`src/rtl/io_uart_tx.sv`:
```
// Memory-mapped 8N1 UART transmitter on the core IO bus: DATA pushes into a TX FIFO,
// STATUS exposes level/overflow/full/busy; the line is shifted from a registered output.
module io_uart_tx #(
  parameter int CLK_FREQ_HZ = 50_000_000,
  parameter int BAUD        = 115200,
  parameter int FIFO_DEPTH  = 8
) (
  input  logic        clk,
  input  logic        reset,
  input  logic [31:0] io_addr,
  input  logic [31:0] io_wdata,
  input  logic        io_wr,
  output logic [31:0] io_rdata,
  output logic        uart_tx,
  output logic        tx_busy
);

  localparam int DIV = CLK_FREQ_HZ / BAUD;
  localparam int AW  = $clog2(FIFO_DEPTH);
  localparam int PW  = AW + 1;
  localparam int CW  = $clog2(DIV);
  localparam logic [CW-1:0] CNT_LAST = CW'(DIV - 1);

  typedef enum logic [1:0] {IDLE, START, DATA, STOP} state_t;

  state_t          state, state_n;
  logic [CW-1:0]   cnt, cnt_n;
  logic [2:0]      idx, idx_n;
  logic [7:0]      shift, shift_n;
  logic            tx_n;
  logic            pop;

  logic [7:0]      mem [FIFO_DEPTH];
  logic [PW-1:0]   rd_ptr, wr_ptr, level;
  logic            full, empty, overflow;

  logic            io_sel;
  logic [1:0]      sel;
  logic            push_req, push, drop, clr_ovf;
  logic            unused_bits;

  assign io_sel      = io_addr[22];
  assign sel         = io_addr[3:2];
  assign unused_bits = ^{io_addr[31:23], io_addr[21:4], io_addr[1:0], io_wdata[31:8]};

  assign empty = (rd_ptr == wr_ptr);
  assign full  = (rd_ptr[AW] != wr_ptr[AW]) && (rd_ptr[AW-1:0] == wr_ptr[AW-1:0]);
  assign level = wr_ptr - rd_ptr;

  // A push into a full FIFO still lands when the FSM frees a slot on the same edge.
  assign push_req = io_wr && io_sel && (sel == 2'd0);
  assign push     = push_req && (!full || pop);
  assign drop     = push_req && !push;
  assign clr_ovf  = io_wr && io_sel && (sel == 2'd1) && io_wdata[2];

  assign tx_busy = (state != IDLE) || !empty;

  function automatic logic [31:0] pack_status(input logic [PW-1:0] lvl, input logic ovf,
                                              input logic f, input logic busy);
    pack_status          = '0;
    pack_status[3 +: PW] = lvl;
    pack_status[2]       = ovf;
    pack_status[1]       = f;
    pack_status[0]       = busy;
  endfunction

  always_comb begin
    io_rdata = '0;
    if (io_sel && (sel == 2'd1))
      io_rdata = pack_status(level, overflow, full, tx_busy);
  end

  always_ff @(posedge clk or posedge reset) begin
    if (reset) begin
      rd_ptr   <= '0;
      wr_ptr   <= '0;
      overflow <= 1'b0;
    end else begin
      if (pop)  rd_ptr <= rd_ptr + PW'(1);
      if (push) wr_ptr <= wr_ptr + PW'(1);
      if (drop)         overflow <= 1'b1;
      else if (clr_ovf) overflow <= 1'b0;
    end
  end

  always_ff @(posedge clk) begin
    if (push) mem[wr_ptr[AW-1:0]] <= io_wdata[7:0];
    shift <= shift_n;
  end

  always_comb begin
    state_n = state;
    cnt_n   = cnt;
    idx_n   = idx;
    shift_n = shift;
    tx_n    = uart_tx;
    pop     = 1'b0;
    case (state)
      IDLE: begin
        tx_n = 1'b1;
        if (!empty) begin
          pop     = 1'b1;
          shift_n = mem[rd_ptr[AW-1:0]];
          cnt_n   = CNT_LAST;
          tx_n    = 1'b0;
          state_n = START;
        end
      end
      START: begin
        if (cnt == '0) begin
          cnt_n   = CNT_LAST;
          idx_n   = 3'd0;
          tx_n    = shift[0];
          state_n = DATA;
        end else begin
          cnt_n = cnt - CW'(1);
        end
      end
      DATA: begin
        if (cnt == '0) begin
          cnt_n = CNT_LAST;
          if (idx == 3'd7) begin
            tx_n    = 1'b1;
            state_n = STOP;
          end else begin
            idx_n = idx + 3'd1;
            tx_n  = shift[idx_n];
          end
        end else begin
          cnt_n = cnt - CW'(1);
        end
      end
      STOP: begin
        if (cnt == '0) begin
          // Chain straight into the next start bit so queued bytes leave with no idle gap.
          if (!empty) begin
            pop     = 1'b1;
            shift_n = mem[rd_ptr[AW-1:0]];
            cnt_n   = CNT_LAST;
            tx_n    = 1'b0;
            state_n = START;
          end else begin
            tx_n    = 1'b1;
            state_n = IDLE;
          end
        end else begin
          cnt_n = cnt - CW'(1);
        end
      end
      default: begin
        tx_n    = 1'b1;
        state_n = IDLE;
      end
    endcase
  end

  always_ff @(posedge clk or posedge reset) begin
    if (reset) begin
      state   <= IDLE;
      cnt     <= '0;
      idx     <= 3'd0;
      uart_tx <= 1'b1;
    end else begin
      state   <= state_n;
      cnt     <= cnt_n;
      idx     <= idx_n;
      uart_tx <= tx_n;
    end
  end

endmodule

```
`config.mk`:
```
export PLATFORM = sky130hd
export DESIGN_NAME = io_uart_tx
export DESIGN_NICKNAME = d
export VERILOG_FILES = /design/src/rtl/io_uart_tx.sv
export SDC_FILE = /design/constraint.sdc
export NUM_CORES = 1
export LEC_CHECK = 0
export ABC_AREA = 0
export BUFFER_PORTS_ARGS = -buffer_cell sky130_fd_sc_hd__buf_2
export CORE_MARGIN = 8
export CORE_UTILIZATION = 59
export CTS_CLUSTER_SIZE = 14
export DETAILED_ROUTE_END_ITERATION = 8
export PLACE_DENSITY = 0.86
export SYNTH_ARGS = -nofsm -noshare
export SYNTH_HDL_FRONTEND = slang
export SYNTH_SLANG_ARGS = --single-unit
```
`constraint.sdc`:
```
create_clock -name clk -period 4.4 [get_ports clk]
set_input_delay 0.44 -clock clk [delete_from_list [all_inputs] [get_ports clk]]
set_output_delay 0.44 -clock clk [all_outputs]
set_load 0.01 [all_outputs]
```
; Word level (Yosys, flattened, before mapping)
; Memories as Yosys holds them, arrays and structs flattened.
; Index checks and enable logic that the tools add are counted.
[classes]
n_addsub = 5
n_lt_le_gt_ge = 1
n_eq_ne = 14
muxes = 34
reduce_logical = 25
[ops]
columns = op, n
row1 = $mux W9, 3
row2 = $pmux W9 S3, 1
row3 = $mux W8, 2
row4 = $pmux W8 S2, 1
row5 = $mux W1, 13
row6 = $ne A2 B2 Y1 const B, 6
row7 = $mux W2, 5
row8 = $logic_not A9 Y1, 1
row9 = $mux W3, 3
row10 = $sub A9 B1 Y9 const B, 1
row11 = $add A4 B1 Y4 const B, 2
row12 = $logic_and A1 B1 Y1, 8
row13 = $pmux W2 S4, 1
row14 = $reduce_bool A2 Y1, 4
row15 = $mux W7, 1
row16 = $pmux W3 S2, 1
row17 = $reduce_and A5 Y1, 1
row18 = $eq A2 B1 Y1 const B, 2
row19 = $eq A2 B2 Y1 const B, 2
row20 = $eq A4 B4 Y1, 1
row21 = $logic_not A2 Y1, 2
row22 = $lt A3 B4 Y1 const B, 1
row23 = $pmux W1 S4, 1
row24 = $reduce_and A4 Y1, 1
row25 = 12 further kinds, 15
[word_totals]
regBits = 32
mem_bits_rw = 64
word_cells = 88
mem_count = 1
[memory_table]
columns = name, depth, width, rd, rd_clocked_by_memory_dff, write_ports, line
row1 = mem, 8, 8, 1, 0, 1, 33  ; logic [7:0] mem [FIFO_DEPTH];

; Logic depth before layout (Yosys ltp)
[logic_depth]
word_depth = 9
mapped_depth = 9
ltp_nobuf = 6

; Worst setup path after synthesis
; No wires, ideal clock.
[synth_path]
path_type = flip-flop to flip-flop
start = reg, netlist name rd_ptr[1]
end = reg shift[0], enable pin
arrival_ps = 2491
required_ps = 4014
slack_ps = 1523
path_stages_with_launch = 8
n_path_buf = 2
cell_sequence = dfrtp_1 clkbuf_1 clkbuf_1 inv_1 ha_1 nand3_1 nor2_2 a211oi_1
[synth_rtl]
columns = element, line
row1 = end signal: assignment, 88  ; shift <= shift_n;
row2 = end: declaration, 29  ; logic [7:0] shift, shift_n;

; Final worst setup path
[layout_path]
start = reg rd_ptr[1]
end = out io_rdata[0]
[layout_via]
elab_chain_cells = 4
[layout_rtl]
columns = element, line
row1 = start: declaration, 34  ; logic [PW-1:0] rd_ptr, wr_ptr, level;
row2 = start signal: assignment, 79  ; if (pop) rd_ptr <= rd_ptr + PW'(1);
row3 = $eq A4 B4 Y1, 46  ; assign empty = (rd_ptr == wr_ptr);
row4 = $logic_not A1 Y1, -
row5 = $logic_or A1 B1 Y1, 56  ; assign tx_busy = (state != IDLE) || !empty;
row6 = $mux W7, 69  ; if (io_sel && (sel == 2'd1))
row7 = end: declaration, 13  ; output logic [31:0] io_rdata,
; No other way between the ends.

==> results.sh <==
export IMPL_setup_viol=0
export IMPL_drv_slew=0
export IMPL_dr_pass1_iters=4
export IMPL_critical_path_arrival_ns=2.78
export IMPL_ys_seq_elements=96
export IMPL_area_delta_synth_final_pct=6.38
export IMPL_cp_start_kind="flop"
export IMPL_portBuffers=22
export IMPL_yosysWarnings=0
export IMPL_async_flop_share=0.250
export IMPL_grt_pass1_wl_um=13700
export IMPL_core_mm2=0.00773
export IMPL_final_layout_size_suffix_gt1_frac=0.214
export IMPL_cts_resized=0
export IMPL_worstSetupEndpoint="io_rdata[0]"
export IMPL_grt_total_usage=0.158
export IMPL_gp_congestion=0.801
export IMPL_irDropWorstVdd_uv=329
export IMPL_die_h_um=105
export IMPL_r2r_end="mem[7][2]$_DFFE_PP_"
export IMPL_num_vias=2669
export IMPL_crit_family="flip-flops"
export IMPL_worstPathBufferInverterCount=2
export IMPL_fin_skew_ns=0.0160
export IMPL_final_area_mm2=0.00499
export IMPL_vias_per_cell=5.84
export IMPL_drtAntennaViolNets=0
export IMPL_final_nets=431
export IMPL_ctsRootBufferMaster="clkbuf_8"
export IMPL_placed_area_mm2=0.00479
export IMPL_yosys_top_cells_count="edfxtp_1 (72), nand2_1 (29), buf_4 (25)"
export IMPL_drcViolationCount=0
export IMPL_finalHoldViolCount=0
export IMPL_die_w_um=105
export IMPL_numCtsBuffers=9
export IMPL_cp_startpoint="rd_ptr[1]$_DFFE_PP0P_"
export IMPL_max_stage_delay_ns=0.91
export IMPL_cp_required_ns=3.96
export IMPL_synthDistinctLibCells=69
export IMPL_antenna_found_initial=0
export IMPL_drt_iter0_drc=137
export IMPL_rrSetupSlack_ns=1.29
export IMPL_nFillCells=538
export IMPL_routed_wl_um=8430
export IMPL_cts_setup_buffers=0
export IMPL_ff2ff_path_depth=5
export IMPL_slowest_stage="dfrtp_1"
export IMPL_path_class="reg2out"
export IMPL_clk_latency_ns=0.37
export IMPL_cellPowerDensity_mw_per_mm2=364
export IMPL_path_cells="inv_1 > ha_1 > nand3_1 > nor2_2 > a21oi_1 > buf_2"
export IMPL_ctsHoldBuffers=0
export IMPL_r2r_start="rd_ptr[1]$_DFFE_PP0P_"
export IMPL_dieArea_mm2=0.0111
export IMPL_worstMarginPinSlew_ns=0.995
export IMPL_post_drt_wl_per_cell_um=18.4
export IMPL_syn_area_mm2=0.00469
export IMPL_synth_area_leaders="edfxtp_1 (46%), dfrtp_1 (12%), mux4_2 (8.2%)"
export IMPL_grt_pass1_vias=2739
export IMPL_rsz0062_at_grt="false"
export IMPL_syn_avg_cell_area_um2=14.4
export IMPL_critPathMaxFanout=20
export IMPL_antennaDiodeCount=0
export IMPL_yosysTopAreaCell="edfxtp_1"
export IMPL_path_clk_slew_ns=0.11
export IMPL_synth_top_area_frac=0.461
export IMPL_post_route_min_period_ns=3.22
export IMPL_rows=32
export IMPL_synth_most_common_cell="edfxtp_1"
export IMPL_timing_fmax_mhz=310
export IMPL_clock_sinks=96
export IMPL_synth_seq_area_share=0.590
export IMPL_crit_path_end_kind="output port"
export IMPL_slew_headroom=0.335
export IMPL_p_leak_nw=1.91
export IMPL_synth_edf_count=72
export IMPL_gr_total_overflow=0
export IMPL_synth_top_flop_cell="edfxtp_1"
export IMPL_worstSetupPathDepth=6
export IMPL_hpwl_um=5850
export IMPL_initial_utilization=0.607
export IMPL_synth_cells=326
export IMPL_min_path_type="in2async"
export IMPL_grt_max_degree=25
export IMPL_drv_cap=0
export IMPL_fin_setup_tns_ns=0
export IMPL_cts_htree_levels=3
export IMPL_io_pins=101
export IMPL_outcome="complete, no violations"
export IMPL_clock_path_buffers=2
export IMPL_tritoncts="yes"
export IMPL_finalCritPeriodShare=0.732
==> worst min path at each step <==
stage                          from                    end
4_1_cts                       reset  rd_ptr[3]$_DFFE_PP0P_
5_1_grt                 io_wdata[1]    mem[2][1]$_DFFE_PP_
6_report                      reset   state[0]$_DFFE_PP0P_
2_1_floorplan                 reset       cnt[0]$_DFF_PP0_
3_3_place_gp   overflow$_DFFE_PP0P_   overflow$_DFFE_PP0P_
3_5_place_dp   overflow$_DFFE_PP0P_   overflow$_DFFE_PP0P_
==> state kept, by name (all words and copies together), names as in the netlist <==
| name | count |
|---|---|
| cnt | 9 |
| idx | 3 |
| mem | 64 |
| overflow | 1 |
| rd_ptr | 4 |
| shift | 8 |
| state | 2 |
| uart_tx | 1 |
| wr_ptr | 4 |
==> worst reg2reg max path, cell delays in order (launching register included) <==
cell and delay, ns:
dfrtp_1 0.91, inv_1 0.22, ha_1 0.36, nand3_1 0.23
nor2_1 0.17, a211oi_2 0.84
==> power by group <==
part | total, mW | switching (mW) | internal, mW | leakage [nW]
clock network | 0.559 | 0.336 | 0.223 | 0.100
logic | 0.214 | 0.137 | 0.0777 | 0.862
registers | 1.04 | 0.0383 | 1.00 | 0.947
total | 1.81 | 0.510 | 1.30 | 1.91
==> area by class of cell <==
| cell class | count | area, um^2 | share of cell area |
|---|---|---|---|
| flip-flops and latches | 96 | 2760 | 0.554 |
| clock buffers | 9 | 124 | 0.0248 |
| repair buffers | 24 | 125 | 0.0251 |
| well taps | 102 | 128 | 0.0256 |
| multi-input cells | 205 | 1720 | 0.346 |
| inverters | 14 | 52.6 | 0.0105 |
| clock inverters | 7 | 68.8 | 0.0138 |
==> layer usage <==
layer  vias to the layer above  track usage  routed length (um)
li1                       1246            -                   -
met1                      1317        0.183                3350
met2                        94        0.267                4330
met3                        12       0.0467                 645
met4                         0       0.0652                 104
met5                         -            0                   0
==> stage by stage <==
step | worst slack [ns] | std cells | utilization | hold WS (ns) | power (mW)
2_1_floorplan | 1.52 | 350 | - | 0.454 | 1.23
3_3_place_gp | 1.31 | 441 | 0.620 | 0.498 | 1.26
3_5_place_dp | 1.27 | 441 | 0.620 | 0.503 | 1.27
4_1_cts | 1.14 | 457 | 0.645 | 0.295 | 1.82
5_1_grt | 0.958 | 457 | 0.645 | 0.324 | 1.89
6_report | 1.18 | 457 | 0.645 | 0.260 | 1.81
==> cell families after synthesis <==
family                   after synthesis  synth area share
AO/OA/AOI/OAI                         51            0.0868
XOR/XNOR                              11            0.0206
adder cells (fa/ha/maj)               14            0.0390
buffers and inverters                 49            0.0617
flip-flops                            96             0.590
multiplexers                          26             0.103
other                                  1          0.000800
AND/OR/NAND/NOR                       78            0.0988
==> cell usage in the layout (no fill, tap or decap), types with 2 or more instances in the layout <==
master / netlist / routed
a21oi_1: 5 / 5
a211o_1: 2 / 2
mux4_2: 17 / 17
and4bb_1: 2 / 2
clkbuf_8: 0 / 9
and4b_1: 2 / 2
inv_6: 0 / 2
edfxtp_1: 72 / 72
a211oi_1: 3 / 3
o21ai_1: 3 / 3
o22ai_1: 2 / 2
nand3_1: 4 / 4
xnor2_1: 5 / 5
nand3b_1: 2 / 2
nor2_1: 13 / 13
conb_1: 1 / 25
dfrtp_1: 23 / 23
a22o_1: 5 / 5
nor2b_1: 2 / 2
nor3_1: 5 / 5
inv_8: 0 / 3
and3_1: 5 / 5
mux2i_1: 2 / 2
clkinv_4: 0 / 2
mux2_1: 3 / 3
xor2_1: 6 / 6
o31ai_1: 2 / 2
mux2_2: 4 / 4
buf_4: 25 / 2
ha_1: 13 / 13
inv_1: 13 / 13
o22a_1: 3 / 3
buf_2: 2 / 22
o21ai_0: 8 / 8
nand2_1: 29 / 29
Note: power is estimated with default switching activity, not from simulation.
